$ cat config.mk
export PLATFORM = sky130hd
export DESIGN_NAME = alu_sweep_sequencer
export DESIGN_NICKNAME = d
export VERILOG_FILES = /design/src/rtl/alu_sweep_sequencer_pkg.sv /design/src/rtl/alu_sweep_phase_det.sv /design/src/rtl/alu_sweep_sequencer.sv
export SDC_FILE = /design/constraint.sdc
export NUM_CORES = 1
export LEC_CHECK = 0
export CAP_MARGIN = 5
export CORE_ASPECT_RATIO = 0.5
export CORE_MARGIN = 2
export CORE_UTILIZATION = 30
export DETAILED_ROUTE_END_ITERATION = 7
export GPL_TIMING_DRIVEN = 0
export PLACE_DENSITY = 0.51
export REMOVE_ABC_BUFFERS = 1
export SYNTH_ARGS = -nofsm -noshare
export SYNTH_HDL_FRONTEND = slang
export SYNTH_HIERARCHICAL = 1
export SYNTH_SLANG_ARGS = --single-unit
$ cat constraint.sdc
create_clock -name CLK -period 2.8 [get_ports CLK]
set_input_delay 0.28 -clock CLK [delete_from_list [all_inputs] [get_ports CLK]]
set_output_delay 0.28 -clock CLK [all_outputs]
set_load 0.02 [all_outputs]
$ cat src/rtl/alu_sweep_sequencer_pkg.sv
// Shared definitions for the ALU adder sweep sequencer: FSM state
// encoding, expected-sum width and the reference sum helper.
package alu_sweep_sequencer_pkg;

  typedef enum logic [2:0] {
    ST_IDLE      = 3'd0,
    ST_DRIVE     = 3'd1,
    ST_WAIT_EDGE = 3'd2,
    ST_SETTLE    = 3'd3,
    ST_CHECK     = 3'd4,
    ST_DONE      = 3'd5
  } state_t;

  // Full-width adder result; only the low byte is compared against Res.
  localparam int unsigned SUM_W = 9;

  function automatic logic [7:0] expected_sum(input logic [7:0] a,
                                               input logic [7:0] b);
    logic [SUM_W-1:0] s;
    s = {1'b0, a} + {1'b0, b};
    return s[7:0];
  endfunction

endpackage

$ cat src/rtl/alu_sweep_phase_det.sv
// ADR_CLK_P phase detector: registered edge detect, settle counter and
// per-pair timeout counter. Produces rise/fall, sample and timeout pulses.
module alu_sweep_phase_det #(
  parameter int unsigned SETTLE_CYCLES = 2,
  parameter int unsigned TIMEOUT       = 64
) (
  input  logic CLK,
  input  logic RESET,
  input  logic adr_clk_p,
  input  logic clr_timeout,
  input  logic wait_en,
  input  logic settle_en,
  output logic rise,
  output logic fall,
  output logic sample,
  output logic timeout
);

  localparam int unsigned SW = (SETTLE_CYCLES < 2) ? 1 : $clog2(SETTLE_CYCLES + 1);
  localparam int unsigned TW = (TIMEOUT < 2) ? 1 : $clog2(TIMEOUT + 1);

  logic          prev_q;
  logic [SW-1:0] settle_cnt_q;
  logic [TW-1:0] wait_cnt_q;

  assign rise    = ~prev_q & adr_clk_p;
  assign fall    = prev_q & ~adr_clk_p;
  assign sample  = settle_en & ~fall & (settle_cnt_q == SW'(SETTLE_CYCLES - 1));
  assign timeout = wait_en & ~rise & (wait_cnt_q == TW'(TIMEOUT - 1));

  // Previous ADR_CLK_P value for edge detection.
  always_ff @(posedge CLK or posedge RESET) begin
    if (RESET) prev_q <= 1'b0;
    else       prev_q <= adr_clk_p;
  end

  // Settle counter runs only while settling; a fall restarts the window.
  always_ff @(posedge CLK or posedge RESET) begin
    if (RESET)                  settle_cnt_q <= '0;
    else if (!settle_en || fall) settle_cnt_q <= '0;
    else                        settle_cnt_q <= settle_cnt_q + SW'(1);
  end

  // Timeout counter accumulates waiting cycles for the current pair only.
  always_ff @(posedge CLK or posedge RESET) begin
    if (RESET)                wait_cnt_q <= '0;
    else if (clr_timeout)     wait_cnt_q <= '0;
    else if (wait_en && !rise) wait_cnt_q <= wait_cnt_q + TW'(1);
  end

endmodule

$ cat src/rtl/alu_sweep_sequencer.sv
// Sweeps operand pairs through the ALU adder path and counts mismatches
// between Res and the modulo-256 sum.
// Optional: ALU_SWEEP_FLAGS_CHECK_EN also checks AllZeros against the sum.
module alu_sweep_sequencer
  import alu_sweep_sequencer_pkg::*;
#(
  parameter int unsigned PAIRS         = 256,
  parameter int unsigned B_STEP        = 1,
  parameter int unsigned SETTLE_CYCLES = 2,
  parameter int unsigned TIMEOUT       = 64
) (
  input  logic        CLK,
  input  logic        RESET,
  input  logic        Start,
  input  logic        ADR_CLK_P,
  input  logic [7:0]  Res,
  input  logic        AllZeros,
  output logic [7:0]  DV,
  output logic [7:0]  alu,
  output logic        AluSum,
  output logic        Busy,
  output logic        Done,
  output logic        Timeout,
  output logic [16:0] PairCount,
  output logic [15:0] ErrCount,
  output logic [7:0]  FirstErrA,
  output logic [7:0]  FirstErrB
);

  state_t state_q, state_d;

  logic [7:0]  a_q, b_q, res_q;
  logic [7:0]  fa_q, fb_q;
  logic [16:0] pair_q;
  logic [15:0] err_q;
  logic        tmo_q;
  logic        rise, fall, sample, tmo_pulse;
  logic        busy, last_pair, mismatch;
  logic [7:0]  exp_sum;

  alu_sweep_phase_det #(
    .SETTLE_CYCLES(SETTLE_CYCLES),
    .TIMEOUT      (TIMEOUT)
  ) u_phase_det (
    .CLK        (CLK),
    .RESET      (RESET),
    .adr_clk_p  (ADR_CLK_P),
    .clr_timeout(state_q == ST_DRIVE),
    .wait_en    (state_q == ST_WAIT_EDGE),
    .settle_en  (state_q == ST_SETTLE),
    .rise       (rise),
    .fall       (fall),
    .sample     (sample),
    .timeout    (tmo_pulse)
  );

  assign exp_sum   = expected_sum(a_q, b_q);
  assign last_pair = (pair_q + 17'd1) == 17'(PAIRS);

`ifdef ALU_SWEEP_FLAGS_CHECK_EN
  logic zero_q;

  // Zero flag captured alongside Res at the end of the settle window.
  always_ff @(posedge CLK or posedge RESET) begin
    if (RESET)                                 zero_q <= 1'b0;
    else if (state_q == ST_SETTLE && sample)   zero_q <= AllZeros;
  end

  // A pair with both a bad sum and a bad flag still counts once.
  always_comb begin
    mismatch = 1'b0;
    if ((res_q != exp_sum) || (zero_q != (exp_sum == 8'h00))) mismatch = 1'b1;
  end
`else
  logic unused_allzeros;
  assign unused_allzeros = AllZeros;

  // Sum-only comparison.
  always_comb begin
    mismatch = 1'b0;
    if (res_q != exp_sum) mismatch = 1'b1;
  end
`endif

  // State register.
  always_ff @(posedge CLK or posedge RESET) begin
    if (RESET) state_q <= ST_IDLE;
    else       state_q <= state_d;
  end

  // Next-state logic and state-decoded outputs.
  always_comb begin
    state_d = state_q;
    busy    = 1'b0;
    unique case (state_q)
      ST_IDLE, ST_DONE: if (Start) state_d = ST_DRIVE;
      ST_DRIVE: begin
        busy    = 1'b1;
        state_d = ST_WAIT_EDGE;
      end
      ST_WAIT_EDGE: begin
        busy = 1'b1;
        if (rise)           state_d = ST_SETTLE;
        else if (tmo_pulse) state_d = ST_DONE;
      end
      ST_SETTLE: begin
        busy = 1'b1;
        if (fall)        state_d = ST_WAIT_EDGE;
        else if (sample) state_d = ST_CHECK;
      end
      ST_CHECK: begin
        busy    = 1'b1;
        state_d = last_pair ? ST_DONE : ST_DRIVE;
      end
      default: state_d = ST_IDLE;
    endcase
  end

  // Operands, captured result and error statistics.
  always_ff @(posedge CLK or posedge RESET) begin
    if (RESET) begin
      a_q    <= '0;
      b_q    <= '0;
      res_q  <= '0;
      fa_q   <= '0;
      fb_q   <= '0;
      pair_q <= '0;
      err_q  <= '0;
      tmo_q  <= 1'b0;
    end else begin
      unique case (state_q)
        ST_IDLE, ST_DONE: begin
          if (Start) begin
            a_q    <= '0;
            b_q    <= '0;
            fa_q   <= '0;
            fb_q   <= '0;
            pair_q <= '0;
            err_q  <= '0;
            tmo_q  <= 1'b0;
          end
        end
        ST_WAIT_EDGE: if (!rise && tmo_pulse) tmo_q <= 1'b1;
        ST_SETTLE:    if (sample) res_q <= Res;
        ST_CHECK: begin
          if (mismatch) begin
            if (err_q == '0) begin
              fa_q <= a_q;
              fb_q <= b_q;
            end
            if (err_q != '1) err_q <= err_q + 16'd1;
          end
          pair_q <= pair_q + 17'd1;
          if (!last_pair) begin
            a_q <= a_q + 8'd1;
            b_q <= b_q + 8'(B_STEP);
          end
        end
        default: ;
      endcase
    end
  end

  assign DV        = a_q;
  assign alu       = b_q;
  assign AluSum    = busy;
  assign Busy      = busy;
  assign Done      = (state_q == ST_DONE);
  assign Timeout   = tmo_q;
  assign PairCount = pair_q;
  assign ErrCount  = err_q;
  assign FirstErrA = fa_q;
  assign FirstErrB = fb_q;

endmodule
==> results.md, run 1 <==
* Reg2Reg Setup Slack at 0.07 ns
* Die W at 186 µm
* Final ANT Viol Nets at 0
* Tcrit/Tclk final at 97.3%
* Leak pwr at around 2.7 nW
* DR vias at between 4k and 5k
* Fmax at 367 MHz
* Final max-slew violation count at 0
* Dpl hpwl at 9320 µm
* WS Path Type: flop to flop
* Hold Fails Final Rpt at 0
* Sequential area share after synthesis at 43.6%
* # hold bufs at CTS at 0
* Max VDD drop at between 200 and 300 µV
* Initial cell density of the core at 30.6%
* CP Data Arrival Time at 2.97 ns
* CTS buffer count at 9
* Post-synth design cell area at around 0.005 mm²
* Synth Instances at 542
* Final wirelength at roughly 14000 µm
* Clk sinks at 87
* Syn. warnings at 6
* Synthesis-stage register bit count at between 80 and 90
* Worst min-delay path category: input pin to async pin
* FF-to-FF path depth at 10
* Largest net degree at the start of global routing at between 60 and 70
* Clk_skew at about 0.009 ns
* FF-to-FF End: FirstErrB[2]
* Post-synth ARST share at 100%
* # diodes at 0
* Max_cap viols at 0
* CP required at 3.05 ns
* Largest fanout on the critical path at 13
* Fillcell total at 1634
* Clock slew at reported path FFs at around 0.070 ns
* Synth Flop Type: dfrtp_1
* FF-to-FF Start: DV[0]
* Die Y at about 95 µm
* Remaining DRCs at 0
* Final number of setup-violating endpoints at 0
* Full die area at 0.0177 mm²
* Avg Cell Area, Syn at 9.21 µm²
* Final-stage net count at 650
* Global-route wire length before repair at between 20000 and 25000 µm
* Core ar. at 0.0163 mm²
* Crit. End Element: flop
* Number of top-level pins at around 80
* Vias in the first global route at 4217
* Max Root-Sink Buffers at 2
* Fin worst setup slack at 0.0749 ns
* Worst slack, placed at -0.933 ns
* Post-synthesis cell type count at 60
* Status: finished, final reports clean
* PD cells at 670 mW/mm²
* CTS tree: done
* DR pass1 iterations at 5
* Final GP Congestion at 0.730
* Relative slew slack at 20.5%
* First DRT Iteration DRCs at 191
* Routed WL per cell at 16.1 µm
* Port buffer count at 80
* H-tree levels at 3
* Crit path launch type: flop
* Tot Pwr at 4.43 mW
* Gr usage total at 15.6%
* Rows at 33
* Worst slew pin tran at 1.19 ns
* GR Overflow Total at 0
* Area Growth Syn to Fin at 32.6%
* EDFF count, synth at 0
* Root Buffer Master: clkbuf_16
* Share of layout cells above drive strength 1 at 14.8%
* Post-route minimum period at ~2.7 ns
* Routed vias/inst at between 5 and 6
* Initial antenna violation count at 0
* Clock Latency Late Sink at around 0.35 ns
critical path, cell delays in order (launching register included):
cell     delay (ns)
dfrtp_2        0.42
ha_2           0.20
fa_2           0.39
a31o_1         0.29
a31oi_2        0.20
xnor2_2        0.18
o31ai_4        0.11
buf_6          0.17
buf_16         0.14
or2_4          0.31
o31ai_1        0.21
cell usage in the layout (no fill, tap or decap), types with 10 or more instances in the layout:
cell / count
o31ai_1: 15
dfrtp_1: 82
nand4_1: 11
nor2_1: 31
o31ai_2: 12
a31oi_1: 10
clkdlybuf4s50_1: 80
nand2_1: 44
and3_1: 13
inv_1: 24
a21oi_1: 21
o21ai_1: 11
xnor2_1: 10
ha_1: 13
o21ai_0: 77
nand3_1: 26
report_power, final:
group	internal, mW	switching [mW]	total [mW]
clock network	0.719	0.536	1.26
registers	1.39	0.166	1.56
logic	0.690	0.929	1.62
total	2.80	1.63	4.43
layout make-up:
cell class / count / area, µm² / area share, %
multi-input combinational: 405 / 2750 / 41.5
sequential: 87 / 2180 / 33.0
timing repair buffer: 94 / 1000 / 15.1
tap: 227 / 284 / 4.29
clock buffer: 10 / 239 / 3.61
inverter: 25 / 96.3 / 1.46
clock inverter: 6 / 68.8 / 1.04
sequential cells by signal (all words and copies together), names as in the netlist:
signal / flops
alu: 8
PairCount: 17
ErrCount: 16
state_q: 3
res_q: 8
FirstErrB: 8
u_phase_det/settle_cnt_q: 2
u_phase_det/prev_q: 1
DV: 8
Timeout: 1
u_phase_det/wait_cnt_q: 7
FirstErrA: 8
per-stage QoR:
step	TNS [ns]	utilization [%]	instance area (µm²)	hold WS [ns]	std cells
after floorplan	-18.91	-	4860	0.120	516
after global placement	-176.05	36.4	5940	0.419	823
after detailed placement	-20.85	37.0	6030	0.430	826
after CTS	0	39.8	6500	0.243	850
after global routing	-0.0486	40.6	6620	0.274	854
final	0	40.6	6620	0.230	854
worst max-delay path by stage:
stage	start	end	slack, ns	cells after the start
6_report	DV[0]	FirstErrB[2]	0.07	10
5_1_grt	DV[0]	FirstErrA[1]	-0.01	10
4_1_cts	DV[0]	FirstErrA[1]	0.003	11
3_5_place_dp	DV[0]	FirstErrA[1]	-0.93	10
3_3_place_gp	state_q[1]	FirstErrA[1]	-2.66	7
2_1_floorplan	state_q[1]	FirstErrA[1]	-0.80	7
per-layer routing:
metal,part of all wire (%),GRT usage [%]
met1,47,20.7
met2,46,25.5
met3,5.7,4.45
met4,0.79,3.20
met5,0,0
synth_stat cells (all sizes together) (4+ instances only):
cell type | number | area share (%)
inv | 25 | 1.9
mux2 | 9 | 2.0
nand2b | 4 | 0.50
nor4 | 8 | 1.1
clkbuf | 12 | 0.90
dfrtp | 87 | 44
nand2 | 47 | 3.7
nor3 | 11 | 1.2
a21o | 4 | 0.60
o31ai | 30 | 6.0
a21oi | 23 | 2.4
xor2 | 7 | 1.2
xnor2 | 13 | 2.3
o41ai | 5 | 0.88
o21ai | 88 | 8.8
and2 | 5 | 0.63
nand3 | 26 | 2.6
and3 | 13 | 1.6
nand4 | 13 | 1.9
a31oi | 12 | 1.5
buf | 14 | 1.8
nor2 | 33 | 2.6
or4 | 5 | 0.75
ha | 14 | 3.5
logic make-up after synthesis:
family                     Yosys count  synth area share (%)
buffers and inverters               51                  4.59
AOI/OAI and AO/OA                  178                  23.1
and+or+nand+nor                    179                  18.7
xor gates and xnor gates            20                  3.51
muxes                               12                  2.63
adders and majority gates           15                  3.91
DFF                                 87                  43.6
repair_timing:
item                                    CTS  global route
buffers inserted                          6             4
pin swaps                                 6             8
endpoints found under the setup margin   49            47
resized for setup                        19            12
gates cloned                              2             0
(Power assumes the default switching activity.)
==> run 2, diff against run 1 <==
--- a/config.mk
+++ b/config.mk
@@ -9,6 +9,7 @@
 export CORE_ASPECT_RATIO = 0.5
 export CORE_MARGIN = 2
 export CORE_UTILIZATION = 30
+export CTS_CLUSTER_SIZE = 12
 export DETAILED_ROUTE_END_ITERATION = 7
 export GPL_TIMING_DRIVEN = 0
 export PLACE_DENSITY = 0.51
==> results of run 2 <==
No change in the layout: final DEF, timing and power equal those of run 1.
==> run 3, diff against run 2 <==
--- a/config.mk
+++ b/config.mk
@@ -14,6 +14,7 @@
 export GPL_TIMING_DRIVEN = 0
 export PLACE_DENSITY = 0.51
 export REMOVE_ABC_BUFFERS = 1
+export SLEW_MARGIN = 30
 export SYNTH_ARGS = -nofsm -noshare
 export SYNTH_HDL_FRONTEND = slang
 export SYNTH_HIERARCHICAL = 1
==> results.md, run 3 (synthesis gave the netlist of run 1 again) <==
* Status: finished, final reports clean
* Core ar. at 0.0163 mm² (unchanged)
* Largest net degree at the start of global routing at 64 (-4.5%)
* CP Data Arrival Time at 2.91 ns (-0.06 ns)
* Share of layout cells above drive strength 1 at 14.2% (-0.62 points)
* Worst path cell trace: ha_1 > fa_2 > a31o_1 > a31oi_1 > xnor2_2 > o31ai_4 > buf_6 > or2_4 > o31ai_1
* Largest fanout on the critical path at 8 (-5)
* Root Buffer Master: clkbuf_16
* Crit-path slowest cell: dfrtp_2
* Crit. End Element: flop
* Tot Pwr at 4.27 mW (-3.7%)
* RSZ-0062 raised after global routing: true
* Global-route wire length before repair at 22300 µm (+0.50%)
* Fillcell total at 1658 (+1.5%)
* CTS tree: done
* Clock Latency Late Sink at 0.34 ns (about the same)
* CTS buffer count at 9 (unchanged)
* DR vias at 4359 (-0.34%)
* Most frequent cells in the layout: dfrtp_1 (82), clkdlybuf4s50_1 (80), o21ai_0 (78)
* Worst slew pin tran at 0.818 ns (-0.372 ns)
* Final ANT Viol Nets at 0 (unchanged)
* Worst Setup SP: DV[0]
* Fmax at 375 MHz (+2.2%)
* DR pass1 iterations at 4 (-1)
* Setup_tns at 0 ns (unchanged)
* CP required at 3.04 ns (about the same)
* Gr usage total at 15.6% (+0.041 points)
* Rows at 33 (unchanged)
* Routed vias/inst at 5.11 (-0.23%)
* Remaining DRCs at 0 (unchanged)
* Dpl hpwl at 9350 µm (+0.37%)
* Max_cap viols at 0 (unchanged)
* Port buffer count at 80 (unchanged)
* Final-stage net count at 649 (-0.15%)
* First DRT Iteration DRCs at 228 (+19%)
* Initial antenna violation count at 1 (+1)
* Clk sinks at 87 (unchanged)
* Number of top-level pins at 82 (unchanged)
* Final number of setup-violating endpoints at 0 (unchanged)
* Crit path launch type: flop
* Clock slew at reported path FFs at 0.07 ns (about the same)
* Max FFs per register at 17 (unchanged)
* Fin cells at 853 (-0.12%)
* Initial cell density of the core at 30.6% (unchanged)
* Relative slew slack at 45.3% (+25 points)
* Commonest non-fill, non-tap cell in the layout: dfrtp_1
* Max VDD drop at 319 µV (+6.5%)
* Final design utilization at 40.1% (-0.43 points)
* Fin worst setup slack at 0.134 ns (+0.0587 ns)
* Die W at 186 µm (unchanged)
* Tcrit/Tclk final at 95.2% (-2.1 points)
* # hold bufs at CTS at 0 (unchanged)
* FF-to-FF path depth at 9 (-1)
* CP peak stage delay at 0.41 ns (about the same)
* Clock group share of total power at 27.1% (-1.2 points)
* GR Overflow Total at 0 (unchanged)
* Area Growth Syn to Fin at 31.2%
* Post-route minimum period at 2.67 ns (-0.0587 ns)
* Vias in the first global route at 4296 (+1.9%)
* Placed cell areas at 0.00606 mm² (+0.48%)
* Sequential share of power at 36.7% (+1.6 points)
* Hold_ws at 0.263 ns (+0.0331 ns)
* Max Root-Sink Buffers at 2 (unchanged)
* FF-to-FF Start: DV[0]
* Logic pwr share at 36.2% (-0.3 points)
* Clk_skew at 0.00992 ns (+0.000921 ns)
* Internal power at 2.64 mW (-5.6%)
* Worst min-delay path category: input pin to async pin
* Routed WL per cell at 16.0 µm (-0.76%)
* Leak pwr at 2.62 nW (-1.0%)
* # diodes at 0 (unchanged)
* Final wirelength at 13600 µm (-0.88%)
* Die Y at 95.2 µm (unchanged)
* WS Path Type: flop to flop
* Net Sw Frac at 38.0% (+1.2 points)
* Full die area at 0.0177 mm² (unchanged)
* Worst slack, placed at -0.860 ns (+0.0732 ns)
* Final GP Congestion at 0.730 (unchanged)
* Final max-slew violation count at 0 (unchanged)
* PD cells at 652 mW/mm² (-2.7%)
* Hold Fails Final Rpt at 0 (unchanged)
* Fin area at 0.00655 mm² (-1.1%)
* Psw at 1.62 mW (-0.60%)
* DP Cell Count at 827 (+0.12%)
* H-tree levels at 3 (unchanged)
## run 3: final timing paths
path                                                    end  slack (ns)
max in group asynchronous                             DV[0]        1.96
worst max-delay path                           FirstErrB[7]        0.13
min in group CLK                         u_phase_det/prev_q        0.43
worst min-delay path                           ErrCount[15]        0.26
worst max register to register                 FirstErrB[7]        0.13
worst min register to register  u_phase_det/settle_cnt_q[0]        0.44
## run 3: area by class of cell
type / count / area (µm²) / share of cell area, %
Sequential cell: 87 / 2180 / 33.4
Clock inverter: 6 / 45.0 / 0.688
Tap cell: 227 / 284 / 4.34
Multi-Input combinational cell: 405 / 2730 / 41.8
Clock buffer: 10 / 239 / 3.65
Timing Repair Buffer: 93 / 962 / 14.7
Inverter: 25 / 98.8 / 1.51
## run 3: timing repair
item / in CTS / in global routing
pin swaps: 6 / 2
buffers inserted: 9 / 0
resized for setup: 13 / 12
gates cloned: 1 / 0
endpoints found under the setup margin: 46 / 49
## run 3: power groups by stage
stage | combinational, mW | sequential (mW) | clock [mW]
floorplan | 0.778 | 1.59 | 0
global placement | 1.28 | 1.58 | 0
detailed placement | 1.36 | 1.59 | 0
CTS | 1.52 | 1.55 | 1.20
global route | 1.71 | 1.59 | 1.25
finish | 1.54 | 1.56 | 1.16
## run 3: layer usage
metal  vias up  GRT usage [%]  routed length [µm]
met2        61           26.1                6320
met5         -              0                   0
li1       2145              -                   -
met3         4           4.27                 664
met1      2149           20.7                6570
met4         0           2.60                  61
## run 3: worst max-delay path: cells and delay by family (launching register included)
kind / cells / cell delay [ns]
flip-flops: 1 / 0.41
XOR/XNOR: 1 / 0.22
AND/OR/NAND/NOR: 1 / 0.29
adder cells (fa/ha/maj): 2 / 0.59
AO/OA/AOI/OAI: 4 / 0.88
buffers and inverters: 1 / 0.18
